## config.mk

```make
export PLATFORM = sky130hd
export DESIGN_NAME = reg_pipe
export DESIGN_NICKNAME = d
export VERILOG_FILES = /design/src/rtl/reg_pipe.sv
export SDC_FILE = /design/constraint.sdc
export NUM_CORES = 1
export LEC_CHECK = 0
export BUFFER_PORTS_ARGS = -buffer_cell sky130_fd_sc_hd__buf_4
export CORE_AREA = 2 2 39 41
export CTS_CLUSTER_SIZE = 30
export DETAILED_ROUTE_END_ITERATION = 16
export DIE_AREA = 0 0 41 43
export PLACE_DENSITY = 0.82
export SLEW_MARGIN = 20
export SYNTH_ARGS = -nofsm -noshare
export SYNTH_HDL_FRONTEND = slang
export SYNTH_SLANG_ARGS = --single-unit
```

## constraint.sdc

```tcl
create_clock -name clk -period 1.4 [get_ports clk]
set_input_delay 0.28 -clock clk [delete_from_list [all_inputs] [get_ports clk]]
set_output_delay 0.28 -clock clk [all_outputs]
set_load 0.02 [all_outputs]
```

## src/rtl/reg_pipe.sv

```systemverilog
// Elastic register pipeline with valid/ready handshake on both ends.
// Stalls ripple back combinationally, so empty stages fill even while the output is blocked.
module reg_pipe #(
    parameter int WIDTH  = 4,
    parameter int STAGES = 3
) (
    input  logic                             clk,
    input  logic                             reset_n,
    input  logic                             flush,
    input  logic                             in_valid,
    input  logic [WIDTH-1:0]                 in_data,
    output logic                             in_ready,
    output logic                             out_valid,
    output logic [WIDTH-1:0]                 out_data,
    input  logic                             out_ready,
    output logic [$clog2(STAGES+1)-1:0]      count
);

    localparam int CW = $clog2(STAGES + 1);

    logic [STAGES-1:0] v_q;
    logic [STAGES-1:0] v_d;
    logic [STAGES-1:0] free;
    logic [WIDTH-1:0]  data_q [STAGES];
    logic [WIDTH-1:0]  data_d [STAGES];

    // Entry 0 is the pipe input, entry i+1 is the output of stage i.
    logic [STAGES:0]   src_v;
    logic [WIDTH-1:0]  src_data [STAGES+1];

    // A stage is free if empty or if everything downstream of it can move.
    always_comb begin : free_chain
        logic f;
        f = !v_q[STAGES-1] || out_ready;
        free = '0;
        free[STAGES-1] = f;
        for (int i = STAGES - 2; i >= 0; i--) begin
            f = !v_q[i] || f;
            free[i] = f;
        end
    end

    always_comb begin
        src_v = {v_q, in_valid};
        src_data[0] = in_data;
        for (int i = 0; i < STAGES; i++) begin
            src_data[i+1] = data_q[i];
        end
    end

    always_comb begin
        v_d    = v_q;
        data_d = data_q;
        for (int i = 0; i < STAGES; i++) begin
            if (free[i]) begin
                v_d[i]    = src_v[i];
                data_d[i] = src_data[i];
            end
        end
        if (flush) begin
            v_d = '0;
        end
    end

    always_ff @(posedge clk) begin
        if (!reset_n) begin
            v_q <= '0;
            for (int i = 0; i < STAGES; i++) begin
                data_q[i] <= '0;
            end
        end else begin
            v_q    <= v_d;
            data_q <= data_d;
        end
    end

    always_comb begin
        count = '0;
        for (int i = 0; i < STAGES; i++) begin
            count = count + CW'(v_q[i]);
        end
    end

    assign in_ready  = free[0] && !flush && reset_n;
    assign out_valid = v_q[STAGES-1];
    assign out_data  = data_q[STAGES-1];

endmodule

```

==> metrics.txt <==
die height 43 um; total core area 1380 um2; total global routing overflow 0; count of synthesis-stage warnings from yosys 0; number of nets produced by synthesis 76; Slew Limit Headroom 0.803; antenna violations before repair 0; crit path DAT 1.31 ns; DRC violation count after routing 0; run status finished with violations; Avg Cell Area, Syn 9.23 um2; crit path launch v_q[0]; TritonCTS clock tree yes; Max Slew Vio Count 0; cell with the most instances after synthesis dfxtp_1; fin crit period 1.59 ns; count of flip-flops with a built-in enable after synthesis 0; count of nets after finishing 94; critical path capture point count[0]; via count of the first global-routing pass 461; largest fanout of any net on the critical path 2; Setup-failing EPs final 3; relative area change from synthesis to final layout 30.6%; number of vias in the routed layout 477; total power divided by cell area 964 nW/um2; Initial Utilization 0.440; total global-route track usage 0.160; proportion of layout cells with a drive suffix above 1 0.349; worst reg2reg endpoint out_data[0]; mapped cell area 609 um2; Yosys top cell by area dfxtp_1; worst min path class in -> reg; FMAX 628 MHz; leakage power 0.000388 uW; final hold violations 0; CTS Buffer Depth 2; worst reg-to-reg path cell count 5; die extent in x 41 um; number of top-level design ports 17; wire length of the first global-routing pass 1.86 mm; violation count after the first detailed-routing iteration 8; crit path kind reg -> out; Async S/R FF share, synth 0; overall die area 1760 um2; cell row count 14; max cap viols 0; post-synthesis sequential element count 15; highest ir drop seen on vdd 0.000540 V; count of nets left with antenna violations after detail routing 0; most frequent cells after synthesis dfxtp_1 (15), nand2_1 (8), nand3_1 (8), o21ai_0 (8); number of instances in the synthesized netlist 66; total clock buffers created by CTS 3; post-CTS clock slew at the launch and capture registers of the worst setup and hold paths 0.08 ns; GPL Wtd Cong 0.705; nature of the critical path startpoint register; violations in the final reports setup timing; dominant register cell in the synthesized netlist dfxtp_1; mean number of vias per cell 4.82; Finished Layout Cells 99; RSZ-0062 raised after global routing yes; routed length per instance 11.7 um; clock skew after layout 0.00262 ns; ANT cells 0; element type at the critical path end output port; count of clock tree sinks 15; Post-DP HPWL 729 um; I/O Buffers 16; final WL 1.16 mm; Worst R2R Setup Slack 0.17 ns; fraction of the yosys area taken by sequential cells 0.493; slew at the pin with the worst max-slew slack 0.295 ns; r2r startpoint v_q[2]; Netlist cell types 15; master cell of the clock root buffer clkbuf_4; clk_lat worst skew 0.28 ns; maximum number of pins on one net before global-route repair 22; fraction of post-synthesis cell area in the top cell type by area 0.493; number of instances in the placed design 92; setup TNS -0.243 ns; share of the clock period used by the worst path after layout 1.14; cell types with the largest area share after synthesis dfxtp_1 (49%), mux2i_1 (6.6%), nand3_1 (6.6%), o21ai_0 (6.6%), buf_4 (6.2%); deepest level of the CTS H-tree 1; number of iterations in the first detailed-routing pass 4; hold buffer count at cts 0; smallest setup slack after layout -0.191 ns; Worst EP required 1.12 ns
cells in the final DEF, fill, tap and decap left out:
cell	netlist	routed
nand3_1	8	8
a21oi_1	3	3
nand2_1	8	8
o21ai_0	8	8
nor2b_1	5	4
dfxtp_4	0	1
clkbuf_4	0	3
nand2b_1	2	2
inv_1	3	3
clkbuf_1	1	1
nand3b_1	1	1
nor2b_4	0	1
nand4b_4	0	1
mux2i_1	4	4
dfxtp_1	15	12
buf_4	5	17
fa_2	0	1
buf_6	0	3
dfxtp_2	0	2
area by class of cell:
class                   count  area (um2)
fillers                   121         588
flip-flops and latches     15         307
multi-input cells          41         270
repair buffers             20         161
clock buffers               4        26.3
well taps                  16        20.0
inverters                   3        11.3
how the worst min path moves through the flow:
stage | start | end | cells past startpoint
after detailed placement | data_q[10] | data_q[10] | 2
after global placement | data_q[9] | data_q[9] | 2
final | in_data[2] | data_q[10] | 3
after floorplan | in_valid | v_q[0] | 2
after CTS | in_data[3] | data_q[11] | 3
after global routing | in_data[2] | data_q[10] | 3
kinds of logic after synthesis:
group                      after synthesis  synth area share
and+or+nand+nor                         25             0.224
DFF                                     15             0.493
AOI/OAI and AO/OA                       11            0.0903
buffers and inverters                   10            0.0944
muxes                                    4            0.0657
adders and majority gates                1            0.0329
state kept, by name, indices dropped and copies added (netlist names):
name and flops:
v_q 3, out_data 4, data_q 8
repair_timing:
item	4_1_cts	5_1_grt
gates resized for setup	7	4
buffers inserted	3	0
setup endpoints to repair	3	3
pin swaps	1	0
endpoints found under the hold margin	0	0
worst max-delay path: stages, from the launching register on:
cell	delay, ns
dfxtp_2	0.34
fa_2	0.57
buf_6	0.12
routing by layer:
metal  up-vias  global-route usage  wire (um)
li1        251                   -          -
met1       216               0.191        507
met2         8               0.247        602
met3         2              0.0157         34
met4         0               0.120         18
met5         -                   0          0
power by group:
part | internal (uW) | switching (uW) | total, uW
clock | 110 | 129 | 240
combinational | 41.7 | 35.9 | 77.6
sequential | 441 | 9.20 | 450
per-stage QoR:
stage          worst slack (ns)  hold slack [ns]   util  area (um2)  power, uW
3_5_place_dp             0.0956            0.454  0.514         711        530
5_1_grt                  -0.233            0.223  0.575         796        806
6_report                 -0.191            0.217  0.575         796        767
2_1_floorplan            0.0408            0.409      -         609        503
3_3_place_gp              0.108            0.447  0.514         711        528
4_1_cts                  -0.164            0.204  0.561         777        774
Note: power is estimated with default switching activity, not from simulation.
